--- src/rtl/mem_req_ctrl_if.sv ---
// Data-cache request/response bundle between the MEM-stage controller
// (master) and the data cache (slave).
interface mem_req_ctrl_if;
  logic        dmemREN;
  logic        dmemWEN;
  logic [31:0] dmemaddr;
  logic [31:0] dmemstore;
  logic        dhit;
  logic [31:0] dmemload;

  modport master (
    output dmemREN, dmemWEN, dmemaddr, dmemstore,
    input  dhit, dmemload
  );

  modport slave (
    input  dmemREN, dmemWEN, dmemaddr, dmemstore,
    output dhit, dmemload
  );
endinterface

--- src/rtl/mem_req_ctrl.sv ---
// MEM-stage memory request controller: sequences one cache access per load/store,
// stalls the pipeline meanwhile, and tracks the LL/SC link register.
module mem_req_ctrl (
  input  logic           clk,
  input  logic           nRst,
  input  logic           MemRead,
  input  logic           MemWrite,
  input  logic           ll,
  input  logic           sc,
  input  logic           halt_in,
  input  logic [31:0]    addr,
  input  logic [31:0]    store_data,
  input  logic           snoop_inv,
  input  logic [31:0]    snoop_addr,
  output logic [31:0]    load_data,
  output logic           pipe_wen,
  output logic           halted,
  mem_req_ctrl_if.master dcif
);

  typedef logic [31:0] word_t;

  localparam logic [1:0] IDLE     = 2'd0;
  localparam logic [1:0] ACCESS   = 2'd1;
  localparam logic [1:0] COMPLETE = 2'd2;
  localparam logic [1:0] HALTED   = 2'd3;

  logic [1:0]  state_q, state_d;
  word_t       addr_q, addr_d;
  word_t       store_q, store_d;
  logic        op_write_q, op_write_d;
  logic        op_sc_q, op_sc_d;
  logic        op_ll_q, op_ll_d;
  word_t       load_data_q, load_data_d;
  logic        link_valid_q, link_valid_d;
  logic [29:0] link_addr_q, link_addr_d;

  logic snoop_hit;
  logic sc_link_ok;
  logic snoop_hits_new_link;
  logic unused_snoop_lsbs;

  assign unused_snoop_lsbs = &{1'b0, snoop_addr[1:0]};

  // A snoop on the linked word in the same cycle as the SC check must win,
  // so the SC sees the link as already gone.
  assign snoop_hit           = snoop_inv && (snoop_addr[31:2] == link_addr_q);
  assign sc_link_ok          = link_valid_q && !snoop_hit && (link_addr_q == addr[31:2]);
  assign snoop_hits_new_link = snoop_inv && (snoop_addr[31:2] == addr_q[31:2]);

  always_comb begin
    state_d        = state_q;
    addr_d         = addr_q;
    store_d        = store_q;
    op_write_d     = op_write_q;
    op_sc_d        = op_sc_q;
    op_ll_d        = op_ll_q;
    load_data_d    = load_data_q;
    link_valid_d   = link_valid_q;
    link_addr_d    = link_addr_q;
    pipe_wen       = 1'b0;
    dcif.dmemREN   = 1'b0;
    dcif.dmemWEN   = 1'b0;
    dcif.dmemaddr  = '0;
    dcif.dmemstore = '0;

    if (snoop_hit) begin
      link_valid_d = 1'b0;
    end

    case (state_q)
      IDLE: begin
        if (MemWrite) begin
          addr_d     = addr;
          store_d    = store_data;
          op_write_d = 1'b1;
          op_sc_d    = sc;
          op_ll_d    = 1'b0;
          if (sc && !sc_link_ok) begin
            load_data_d = '0;
            state_d     = COMPLETE;
          end else begin
            state_d = ACCESS;
          end
        end else if (MemRead) begin
          addr_d     = addr;
          store_d    = store_data;
          op_write_d = 1'b0;
          op_sc_d    = 1'b0;
          op_ll_d    = ll;
          state_d    = ACCESS;
        end else if (halt_in) begin
          state_d = HALTED;
        end else begin
          pipe_wen = 1'b1;
        end
      end

      // An SC that reached this state is committed; later snoops only drop the link.
      ACCESS: begin
        dcif.dmemREN   = !op_write_q;
        dcif.dmemWEN   = op_write_q;
        dcif.dmemaddr  = addr_q;
        dcif.dmemstore = store_q;
        if (dcif.dhit) begin
          state_d = COMPLETE;
          if (op_write_q) begin
            if (op_sc_q) begin
              load_data_d  = 32'd1;
              link_valid_d = 1'b0;
            end else if (link_addr_q == addr_q[31:2]) begin
              link_valid_d = 1'b0;
            end
          end else begin
            load_data_d = dcif.dmemload;
            if (op_ll_q) begin
              link_valid_d = !snoop_hits_new_link;
              link_addr_d  = addr_q[31:2];
            end
          end
        end
      end

      COMPLETE: begin
        pipe_wen = 1'b1;
        state_d  = IDLE;
      end

      HALTED: begin
        state_d = HALTED;
      end

      default: begin
        state_d = IDLE;
      end
    endcase
  end

  always_ff @(posedge clk or negedge nRst) begin
    if (!nRst) begin
      state_q      <= IDLE;
      addr_q       <= '0;
      store_q      <= '0;
      op_write_q   <= 1'b0;
      op_sc_q      <= 1'b0;
      op_ll_q      <= 1'b0;
      load_data_q  <= '0;
      link_valid_q <= 1'b0;
      link_addr_q  <= '0;
    end else begin
      state_q      <= state_d;
      addr_q       <= addr_d;
      store_q      <= store_d;
      op_write_q   <= op_write_d;
      op_sc_q      <= op_sc_d;
      op_ll_q      <= op_ll_d;
      load_data_q  <= load_data_d;
      link_valid_q <= link_valid_d;
      link_addr_q  <= link_addr_d;
    end
  end

  assign load_data = load_data_q;
  assign halted    = (state_q == HALTED);

endmodule

--- src/flat_wrapper.sv ---
// flat-port wrapper written by rule: the top's interface ports become plain ports
module mem_req_ctrl_flat 
  (clk, nRst, MemRead, MemWrite, ll, sc, halt_in, addr, store_data, snoop_inv, snoop_addr, load_data, pipe_wen, halted, dcif_dmemREN, dcif_dmemWEN, dcif_dmemaddr, dcif_dmemstore, dcif_dhit, dcif_dmemload);
  mem_req_ctrl_if dcif_i ();
  input  logic clk;
  input  logic nRst;
  input  logic MemRead;
  input  logic MemWrite;
  input  logic ll;
  input  logic sc;
  input  logic halt_in;
  input  logic [31:0] addr;
  input  logic [31:0] store_data;
  input  logic snoop_inv;
  input  logic [31:0] snoop_addr;
  output logic [31:0] load_data;
  output logic pipe_wen;
  output logic halted;
  output wire logic [$bits(dcif_i.dmemREN)-1:0] dcif_dmemREN;
  output wire logic [$bits(dcif_i.dmemWEN)-1:0] dcif_dmemWEN;
  output wire logic [$bits(dcif_i.dmemaddr)-1:0] dcif_dmemaddr;
  output wire logic [$bits(dcif_i.dmemstore)-1:0] dcif_dmemstore;
  input wire logic [$bits(dcif_i.dhit)-1:0] dcif_dhit;
  input wire logic [$bits(dcif_i.dmemload)-1:0] dcif_dmemload;
  assign dcif_dmemREN = dcif_i.dmemREN;
  assign dcif_dmemWEN = dcif_i.dmemWEN;
  assign dcif_dmemaddr = dcif_i.dmemaddr;
  assign dcif_dmemstore = dcif_i.dmemstore;
  assign dcif_i.dhit = dcif_dhit;
  assign dcif_i.dmemload = dcif_dmemload;
  mem_req_ctrl u_core (.clk(clk), .nRst(nRst), .MemRead(MemRead), .MemWrite(MemWrite), .ll(ll), .sc(sc), .halt_in(halt_in), .addr(addr), .store_data(store_data), .snoop_inv(snoop_inv), .snoop_addr(snoop_addr), .load_data(load_data), .pipe_wen(pipe_wen), .halted(halted), .dcif(dcif_i));
endmodule
--- config.mk ---
export PLATFORM = sky130hd
export DESIGN_NAME = mem_req_ctrl_flat
export DESIGN_NICKNAME = d
export VERILOG_FILES = /design/src/rtl/mem_req_ctrl_if.sv /design/src/rtl/mem_req_ctrl.sv /design/src/flat_wrapper.sv
export SDC_FILE = /design/constraint.sdc
export NUM_CORES = 1
export LEC_CHECK = 0
export BUFFER_PORTS_ARGS = -buffer_cell sky130_fd_sc_hd__buf_2
export CAP_MARGIN = 10
export CORE_MARGIN = 4
export CORE_UTILIZATION = 48
export CTS_BUF_LIST = sky130_fd_sc_hd__clkbuf_8
export DETAILED_ROUTE_END_ITERATION = 10
export PLACE_DENSITY_LB_ADDON = 0.3
export SETUP_SLACK_MARGIN = 0.3
export SYNTH_ARGS = -nofsm -noshare
export SYNTH_HDL_FRONTEND = slang
export SYNTH_SLANG_ARGS = --single-unit
--- constraint.sdc ---
create_clock -name clk -period 1.9 [get_ports clk]
set_input_delay 0.095 -clock clk [delete_from_list [all_inputs] [get_ports clk]]
set_output_delay 0.095 -clock clk [all_outputs]
set_load 0.03 [all_outputs]
==> impl_results.md <==
* Mapped Avg Cell Area at between 10 and 15 um2
* Min-delay worst type: in2reg
* Failing checks: setup timing
* Die Area at ~17000 um2
* Core Rows at 44
* Setup WS pre-CTS at -0.2723 ns
* Worst hold start: halt_in
* Slew HR at about three fifths
* GR Util All Layers at a little over a third
* Seq/Total Area, Yosys at between 40 and 50%
* Initial antenna violation count at 0
* Post-Layout Cell Count at between 1000 and 1500
* Tightest Pin Transition at roughly 0.59 ns
* Distinct cells, synth at 33
* Longest Clk Path Bufs at 2
* Die Y at 130.6 um
* Critical Path Sink: u_core.load_data[14]
* Crit share post-route at 117.5%
* Final wirelength at ~31000 um
* Vias at between 7000 and 8000
* Fraction of registers with async set/reset at between 90% and 100%
* Clock root cell: clkbuf_8
* Via density at 5.685
* RD Place Congestion at around 0.87
* Yosys reg bits at about 130
* Depth of the CTS H-tree at 4
* Endpoints failing setup at 54
* Unrepaired setup endpoints after global routing: true
* Vias in the first global route at 7866
* CTS buffer count at 17
* ANT nets after route at 0
* Dominant synthesized flop cell: dfrtp_1
* Chip width at roughly 130 um
* Slew Limit Fails at 0
* Worst setup margin at -0.3328 ns
* Critical path arrival at 2.58 ns
* Ant diodes at 0
* Critical Path Start Type: register
* Reg2reg start: u_core.link_addr_q[8]
* Min cycle time layout at around 2.2 ns
* Fillers at about 630
* Reg-to-reg critical path endpoint: u_core.load_data[14]
* Gate Count Post-Synth at ~650
* Setup CP Type: reg2reg
* Final TNS setup at -10.61 ns
* Synth area leaders: dfrtp_1 46%, mux2_2 15%, xnor2_1 8.6%
* Fin util at between 80% and 90%
* Crit-path max FO at 15
* Initial DRC count at between 400 and 500
* Pre-antenna DRT Iters at 5
* Area after DPL at 8984 um2
* CTS sink count at 132
* Reg2reg path depth at 8
* CTS tree: yes
* Layout cells sized above 1 at ~55%
* Fin. Hold Viols at 0
* EDFF count, synth at 0
* Num ports at 237
* Area Growth Syn to Fin at 79.25%
* Origin of the worst setup path: u_core.link_addr_q[8]
* Largest area contributor in the netlist: dfrtp_1
* Post-DP HPWL at about 15000 um
* Area share of the largest cell type after synthesis at between 40% and 50%
* Placed cell count at 1083
* R2R Setup Slk at -0.33 ns
* Status: complete, but fails checks
* Starting density of the core at 49.26%
* Core Box Area at ~15000 um2
* PD cells at approximately 1800 nW/um2
* Critical path capture point type: register
* Detailed-route DRC error count at 0
* Wire per inst at 24.08 um
* Worst-Skew Late Latency at 0.47 ns
* Peak supply drop at roughly 1200 uV
* IO buf count at between 200 and 250
* YS warnings at 0
* Req. time, crit path at approximately 2.3 ns
* MaxCap Viol Count at 0
* First-pass GRT wire length at 44970 um
* Post-Syn Area at around 7200 um2
* Cell leakage power at a little over 6 nW
* Hold slack at 0.1125 ns
* Cell area after layout at around 13000 um2
* CTS clock-pin slew for the worst setup and hold paths at roughly 0.08 ns
* Max Fclk at between 400 and 500 MHz
* Largest net degree at the start of global routing at 52
* Nets at ~1200
* Setup Skew at roughly 0.013 ns
* GR Overflow Total at 0
* Tot Pwr at between 20 and 25 mW
* Post-synth net total at between 700 and 800
layout by cell type, fill, tap and decap left out, types with 2 or more instances in the layout:
cell type and instances:
clkbuf_8 22, o21ai_1 2, o211ai_1 2, clkinv_2 2
buf_16 23, nor2_4 4, and2_4 65, a21oi_1 5
buf_2 165, dfrtp_2 3, xor2_1 49, buf_8 7
buf_6 92, nand3_1 5, nand4_1 18, o21ai_2 30
nor4_1 8, nor4_2 7, dlygate4sd3_1 102, buf_12 19
nor4_4 2, nor2_1 34, mux2_4 94, nand2_1 4
dfrtp_1 129, xnor2_1 60, buf_4 45, o21ai_4 2
xnor2_2 10, bufinv_16 5, inv_1 38, a31oi_1 32
cell type report:
class,instances,area [um2],share of cell area (%)
inverters,36,135.1,1.045
clock inverters,10,176.4,1.364
flip-flops and latches,132,3307,25.58
clock buffers,22,302.8,2.342
repair buffers,455,4397,34.00
well taps,184,230.2,1.781
multi-input cells,451,4382,33.89
how the worst min path moves through the flow:
stage / depth (start not counted) / to
CTS: 5 / u_core.state_q[1]
global placement: 1 / u_core.store_q[0]
detailed placement: 1 / u_core.store_q[1]
finish: 5 / u_core.state_q[1]
global route: 5 / u_core.state_q[1]
floorplan: 0 / u_core.addr_q[0]
cells in the mapped netlist (8+ instances only):
library cell	number
a31oi_1	32
and2_1	65
buf_2	8
clkbuf_1	21
dfrtp_1	132
inv_1	36
mux2_2	94
nand4_1	18
nor2_1	38
nor4_1	11
o21ai_2	30
xnor2_1	71
xor2_1	49
routing by layer:
metal  vias to the layer above  track usage (%)  share of wire [%]
met5                         -                0                  0
met4                         0            16.94                5.7
li1                       3117                -                  -
met2                       465            59.11                 49
met3                       143            9.512                8.4
met1                      3609            42.16                 37
state kept, by name, indices dropped and copies added, names as in the netlist:
signal	flops
u_core.link_addr_q	30
u_core.op_sc_q	1
u_core.addr_q	32
u_core.op_write_q	1
u_core.op_ll_q	1
u_core.store_q	32
u_core.state_q	2
u_core.load_data	32
u_core.link_valid_q	1
cell families (layout without fill, tap and decap cells):
kind of cell / after synthesis / after routing / share of synthesized area, %
AOI/OAI and AO/OA: 82 / 82 / 8.569
xor gates and xnor gates: 120 / 120 / 14.57
buffers and inverters: 68 / 523 / 3.990
DFF: 132 / 132 / 45.79
muxes: 94 / 94 / 14.67
and+or+nand+nor: 155 / 155 / 12.40
what timing repair did:
action	in CTS	in global routing
endpoints found under the setup margin	197	199
buffers inserted	43	6
gates resized for setup	362	39
pin swaps	43	11
hold buffers	102	0
gates cloned	23	1
endpoints found under the hold margin	187	0
worst max-delay path: stages, from the launching register on:
cell	delay (ns)
dfrtp_1	0.44
xnor2_1	0.32
nand3_1	0.20
nor4_4	0.34
a2111oi_4	0.12
buf_4	0.18
o21ai_4	0.25
buf_12	0.21
o21ai_2	0.06
where the power goes:
| part | internal, mW | switching (mW) |
|---|---|---|
| Sequential | 4.13 | 1.56 |
| Combinational | 7.58 | 6.69 |
| Clock | 1.73 | 1.20 |
| Total | 13.4 | 9.45 |
Note: power is estimated with default switching activity, not from simulation.
